===== src/rtl/sr_bank_driver_pkg.sv =====
// sr_bank_driver_pkg
// Shared types and helpers for the SR flip-flop bank excitation driver.
//   state_t   : driver FSM states
//   sr_excite : per-bit {S,R} excitation from (target, shadow, force)
package sr_bank_driver_pkg;

    typedef enum logic [1:0] {
        IDLE   = 2'd0,
        PULSE  = 2'd1,
        SETTLE = 2'd2,
        CHECK  = 2'd3
    } state_t;

    // Returns {S,R} for one bit. The pair is never 2'b11: with force the
    // two terms are complements, without force they need t and ~t together.
    function automatic logic [1:0] sr_excite(input logic t, input logic s, input logic frc);
        logic set_b;
        logic rst_b;
        if (frc) begin
            set_b = t;
            rst_b = ~t;
        end else begin
            set_b = t & ~s;
            rst_b = ~t & s;
        end
        return {set_b, rst_b};
    endfunction

endpackage


===== src/rtl/sr_bank_driver_timer.sv =====
// sr_bank_driver_timer
// Loadable down-counter supplying the pulse and settle durations.
// Ports:
//   clk, rst_n : clock, async active-low reset
//   load       : load load_val this cycle (takes priority over en)
//   load_val   : value to load (duration - 1)
//   en         : decrement, saturating at zero
//   tc         : terminal count, high while the count is zero
module sr_bank_driver_timer #(
    parameter int CNT_W = 1
) (
    input  logic             clk,
    input  logic             rst_n,
    input  logic             load,
    input  logic [CNT_W-1:0] load_val,
    input  logic             en,
    output logic             tc
);

    logic [CNT_W-1:0] count;

    always_ff @(posedge clk or negedge rst_n) begin
        if (!rst_n) begin
            count <= '0;
        end else if (load) begin
            count <= load_val;
        end else if (en && (count != '0)) begin
            count <= count - 1'b1;
        end
    end

    assign tc = (count == '0);

endmodule


===== src/rtl/sr_bank_driver.sv =====
// sr_bank_driver
// Initiator side of an SR flip-flop bank: accepts a target word, drives
// per-bit S/R pulses against a shadow copy of the bank, waits a settle
// time, and optionally compares the bank readback.
// Build option: SR_BANK_DRIVER_READBACK_EN enables the q_fb compare and
// the sticky err flag; without it err is tied low and q_fb/err_clr unused.
// Ports:
//   clk, rst_n         : clock, async active-low reset
//   wr_valid, wr_ready : target word handshake (ready only in IDLE)
//   wr_data, wr_force  : target word; force drives every bit
//   s, r               : registered set/reset excitation, never both high
//   q_fb               : bank Q readback
//   busy, done         : not-idle flag, one-cycle completion pulse
//   err, err_clr       : sticky readback mismatch and its clear
//   shadow             : driver's model of the bank contents
//
// state  | meaning
// IDLE   | waiting for a target word, wr_ready high
// PULSE  | S/R excitation held for PULSE_CYC cycles
// SETTLE | S=R=0 for SETTLE_CYC cycles
// CHECK  | one cycle, done high, readback compared
module sr_bank_driver
    import sr_bank_driver_pkg::*;
#(
    parameter int WIDTH      = 8,
    parameter int PULSE_CYC  = 1,
    parameter int SETTLE_CYC = 1
) (
    input  logic             clk,
    input  logic             rst_n,
    input  logic             wr_valid,
    output logic             wr_ready,
    input  logic [WIDTH-1:0] wr_data,
    input  logic             wr_force,
    output logic [WIDTH-1:0] s,
    output logic [WIDTH-1:0] r,
    input  logic [WIDTH-1:0] q_fb,
    output logic             busy,
    output logic             done,
    output logic             err,
    input  logic             err_clr,
    output logic [WIDTH-1:0] shadow
);

    localparam int CNT_MAX = (PULSE_CYC > SETTLE_CYC) ? PULSE_CYC : SETTLE_CYC;
    localparam int CNT_W   = (CNT_MAX > 1) ? $clog2(CNT_MAX) : 1;

    state_t           state, state_nxt;
    logic [WIDTH-1:0] tgt, tgt_nxt;
    logic [WIDTH-1:0] s_nxt, r_nxt, shadow_nxt;
    logic [WIDTH-1:0] exc_s, exc_r;
    logic             tmr_load, tmr_en, tmr_tc;
    logic [CNT_W-1:0] tmr_val;

    sr_bank_driver_timer #(
        .CNT_W (CNT_W)
    ) u_timer (
        .clk      (clk),
        .rst_n    (rst_n),
        .load     (tmr_load),
        .load_val (tmr_val),
        .en       (tmr_en),
        .tc       (tmr_tc)
    );

    always_comb begin
        exc_s = '0;
        exc_r = '0;
        for (int i = 0; i < WIDTH; i++) begin
            {exc_s[i], exc_r[i]} = sr_excite(wr_data[i], shadow[i], wr_force);
        end
    end

    always_comb begin
        state_nxt  = state;
        tgt_nxt    = tgt;
        shadow_nxt = shadow;
        s_nxt      = '0;
        r_nxt      = '0;
        tmr_load   = 1'b0;
        tmr_en     = 1'b0;
        tmr_val    = CNT_W'(PULSE_CYC - 1);
        unique case (state)
            IDLE: begin
                if (wr_valid) begin
                    tgt_nxt = wr_data;
                    if ((exc_s | exc_r) != '0) begin
                        state_nxt = PULSE;
                        s_nxt     = exc_s;
                        r_nxt     = exc_r;
                        tmr_load  = 1'b1;
                    end else begin
                        // Nothing to drive: bank already matches the target.
                        state_nxt  = CHECK;
                        shadow_nxt = wr_data;
                    end
                end
            end
            PULSE: begin
                if (tmr_tc) begin
                    state_nxt  = SETTLE;
                    shadow_nxt = tgt;
                    tmr_load   = 1'b1;
                    tmr_val    = CNT_W'(SETTLE_CYC - 1);
                end else begin
                    s_nxt  = s;
                    r_nxt  = r;
                    tmr_en = 1'b1;
                end
            end
            SETTLE: begin
                if (tmr_tc) begin
                    state_nxt = CHECK;
                end else begin
                    tmr_en = 1'b1;
                end
            end
            CHECK: begin
                state_nxt = IDLE;
            end
            default: begin
                state_nxt = IDLE;
            end
        endcase
    end

    always_ff @(posedge clk or negedge rst_n) begin
        if (!rst_n) begin
            state  <= IDLE;
            tgt    <= '0;
            shadow <= '0;
            s      <= '0;
            r      <= '0;
        end else begin
            state  <= state_nxt;
            tgt    <= tgt_nxt;
            shadow <= shadow_nxt;
            s      <= s_nxt;
            r      <= r_nxt;
        end
    end

    assign wr_ready = (state == IDLE);
    assign busy     = (state != IDLE);
    assign done     = (state == CHECK);

`ifdef SR_BANK_DRIVER_READBACK_EN
    // Mismatch set takes priority over a coincident clear.
    always_ff @(posedge clk or negedge rst_n) begin
        if (!rst_n) begin
            err <= 1'b0;
        end else if ((state == CHECK) && (q_fb != shadow)) begin
            err <= 1'b1;
        end else if (err_clr) begin
            err <= 1'b0;
        end
    end
`else
    logic unused_readback;
    assign unused_readback = ^{q_fb, err_clr};
    assign err = 1'b0;
`endif

endmodule

===== config.mk =====
export PLATFORM = sky130hd
export DESIGN_NAME = sr_bank_driver
export DESIGN_NICKNAME = d
export VERILOG_FILES = /design/src/rtl/sr_bank_driver_pkg.sv /design/src/rtl/sr_bank_driver_timer.sv /design/src/rtl/sr_bank_driver.sv
export SDC_FILE = /design/constraint.sdc
export NUM_CORES = 1
export LEC_CHECK = 0
export CAP_MARGIN = 20
export CELL_PAD_IN_SITES_DETAIL_PLACEMENT = 2
export CELL_PAD_IN_SITES_GLOBAL_PLACEMENT = 2
export CORE_MARGIN = 2
export CORE_UTILIZATION = 33
export DETAILED_ROUTE_END_ITERATION = 8
export PLACE_DENSITY = 0.84
export SETUP_SLACK_MARGIN = 0.2
export SLEW_MARGIN = 20
export SYNTH_ARGS = -nofsm -noshare
export SYNTH_HDL_FRONTEND = slang
export SYNTH_HIERARCHICAL = 1
export SYNTH_SLANG_ARGS = --single-unit

===== constraint.sdc =====
create_clock -name clk -period 5.9 [get_ports clk]
set_clock_uncertainty 0.15 [all_clocks]
set_input_delay 0.59 -clock clk [delete_from_list [all_inputs] [get_ports clk]]
set_output_delay 0.59 -clock clk [all_outputs]
set_load 0.02 [all_outputs]

==> run_results.csv <==
group,metric,value,unit
sta,rsz0062_at_grt,"false",
sta,final.min_clock_period,2960,ps
final_layout,drive_gt1_frac,0.140,
yosys,synth_area,2140,sq um
yosys,muxShareOfSynthArea,0.0848,
global_route,grt_max_degree,36,
yosys,netlist_top_cells_area,"dfrtp_1 41%, nand2_1 3.9%, and4_2 3.7%",
run,maxCapViolations,0,
setup_path,timing.rr.start,"state[1]",
clock_network,cts_tree,"yes",
final_layout,final_cell_mix,"38 x clkdlybuf4s50_1, 35 x dfrtp_1, 22 x nand2_1, 12 x nor2_1, 10 x nor3_1",
setup_path,worst-r2r-setup-slack,2940,ps
final_layout,diodes,0,
yosys,syn_area_per_cell,10.2,sq um
global_route,grtUsageTotal,0.190,
sta,setup_viol_count_final,0,
global_route,grt_pass1_vias,1995,
final_layout,fin_cells,319,
global_route,gr-total-overflow,0,
yosys,synth_largest_area_cell,"dfrtp_1",
clock_network,cts_buffers,5,
clock_network,cts_resized,0,
setup_path,critPathCaptureType,"flop",
setup_path,cp.arrival,2990,ps
place,post_dp_cell_area,2510,sq um
sta,holdWs,327,ps
place,dp.cells,312,
setup_path,endpoint,"shadow[7]",
clock_network,h-tree-depth,2,
final_layout,final_util,0.413,
setup_path,critPathLaunch,"state[1]",
routing,first_pass_iters,4,
routing,vias,1815,
routing,drt-vias-per-instance,5.69,
routing,ant_nets,0,
sta,worst-slew-pin-transition,927,ps
setup_path,crit_required,5920,ps
hold_path,hp-class,"flop to flop",
yosys,synth_top_family_by_area,"simple AND/OR/NAND/NOR gates",
hold_path,min_from,"r[3]",
routing,first_iter_violations,99,
place,portBuffers,38,
yosys,synth_cell_types,39,
sta,fin_tns_setup,0,ps
floorplan,initial_utilization,0.339,
clock_network,holdBufCountCts,0,
routing,drcViolationCount,0,
floorplan,fp-row-count,29,
setup_path,reg2regPathDepth,6,
setup_path,worst-path-stages,6,
floorplan,ios,49,
hold_path,whs_path_depth,2,
routing,wl_per_cell,20.2,um
sta,maxSlewHeadroom,0.378,
routing,wl,6440,um
clock_network,clockBufferDepth,2,
global_route,grt_pass1_wl,10700,um
global_route,antenna_found_initial,0,
final_layout,fill_cells,682,
power,peakVddDrop,0.000172,V
place,place.gp.congestion,0.749,
clock_network,root_buffer,"clkbuf_8",
final_layout,finalInstanceArea,2610,sq um
final_layout,final_common_cell,"clkdlybuf4s50_1",
setup_path,cp-start-kind,"flop",
floorplan,die-height,84.5,um
floorplan,die_area,7140,sq um
final_layout,syn2layout_area_growth,21.8,%
yosys,synth_edf_count,0,
setup_path,path_delay_family,"simple AND/OR/NAND/NOR gates",
sta,final.setup.worst_slack,2940,ps
sta,fmaxAchievable,337,MHz
clock_network,postCtsSetupBuffers,0,
yosys,synth_top_area_share,0.410,
run_status,outcome,"finished, final reports clean",
sta,slew_viol_final,0,
setup_path,worst-path-buf-inv,1,
setup_path,max_stage_delay,760,ps
sta,fin_crit_sh,0.502,
yosys,syn_inst,209,
floorplan,die_w,84.5,um
setup_path,cp_slowest_cell,"ha_1",
yosys,yosys.area_share.simple,0.203,
sta,hold_viol,0,
setup_path,worstSetupPathType,"flop to flop",
place,dp_hpwl,4350,um
setup_path,cp_cell_sequence,"inv_1, ha_1, nand3b_2, o211ai_1, o221ai_1, or3_1",
setup_path,path_max_fanout,24,
yosys,ys_warn_count,6,
clock_network,clk_latency,290,ps
floorplan,core_area,6310,sq um
clock_network,path_clk_slew,70,ps
yosys,async_flop_share,1.00,
yosys,synth-compound-area-share,0.180,
yosys,synth_fa_ha_area_frac,0.0234,
yosys,synth_seq_cells,35,
power,static-leakage-power,1.04,nW
power,p_per_area,412,nW/um^2
yosys,seq_area_frac_synth,0.410,
final_layout,fin_nets,267,
yosys,synth_ff_type,"dfrtp_1",
setup_path,r2r_end,"shadow[7]",
place,dp_slack,2720,ps
clock_network,clock_sinks,35,
yosys,synth_xor_area_frac,0.0328,
power,finalPower,1.07,mW
[cell type report]
cell class | count | area [sq um] | share of cell area
Multi-Input combinational cell | 155 | 1130 | 0.434
Sequential cell | 35 | 876 | 0.336
Timing Repair Buffer | 40 | 395 | 0.152
Tap cell | 77 | 96.3 | 0.0370
Clock buffer | 6 | 82.6 | 0.0317
Inverter | 5 | 18.8 | 0.00720
Clock inverter | 1 | 5.00 | 0.00192
[worst min-delay path by stage]
stage                     slack [ps]  endpoint
after CTS                        330      r[3]
after global placement           310      r[1]
after floorplan                  140      r[0]
after detailed placement         320      r[3]
final                            330      r[3]
after global routing             380      r[5]
[registers in the layout (all words and copies together) (netlist names)]
register / flops
r: 8
s: 8
shadow: 8
state: 2
tgt: 8
u_timer/count: 1
[worst min-delay path, delay by kind of cell (launching register included)]
family	cells	cell delay, ps
AND/OR/NAND/NOR	1	50
AO/OA/AOI/OAI	1	50
flip-flops	1	340
[synth_stat cells (all sizes together), types with 4 or more instances]
master and instances:
and4 8, o221ai 8, dfrtp 35, ha 4, nor3 11, inv 5, a21oi 9, nand2 22
clkbuf 8, o31ai 10, a32o 7, buf 7, nand2b 7, xor2 8, mux2i 9, nor2 13
or3 8, mux2 7, o211ai 8
[routing by layer]
metal,up-vias,part of all wire,track usage
met1,936,0.43,0.247
li1,838,-,-
met5,-,0,0
met3,5,0.030,0.0315
met4,0,0.013,0.0519
met2,36,0.52,0.327
[power breakdown]
| part | switching (mW) | internal [mW] | leakage, nW | total (mW) |
|---|---|---|---|---|
| registers | 0.0429 | 0.299 | 0.422 | 0.342 |
| logic | 0.323 | 0.228 | 0.575 | 0.551 |
| clock network | 0.0896 | 0.0917 | 0.0470 | 0.181 |
[cell families (layout without fill, tap and decap cells)]
kind of cell | after synthesis | after routing
and+or+nand+nor | 76 | 76
adders and majority gates | 4 | 4
other | 1 | 2
buffers and inverters | 20 | 52
xor gates and xnor gates | 8 | 8
DFF | 35 | 35
muxes | 16 | 16
AOI/OAI and AO/OA | 49 | 49
No activity file was read; power rests on OpenSTA's default activity.
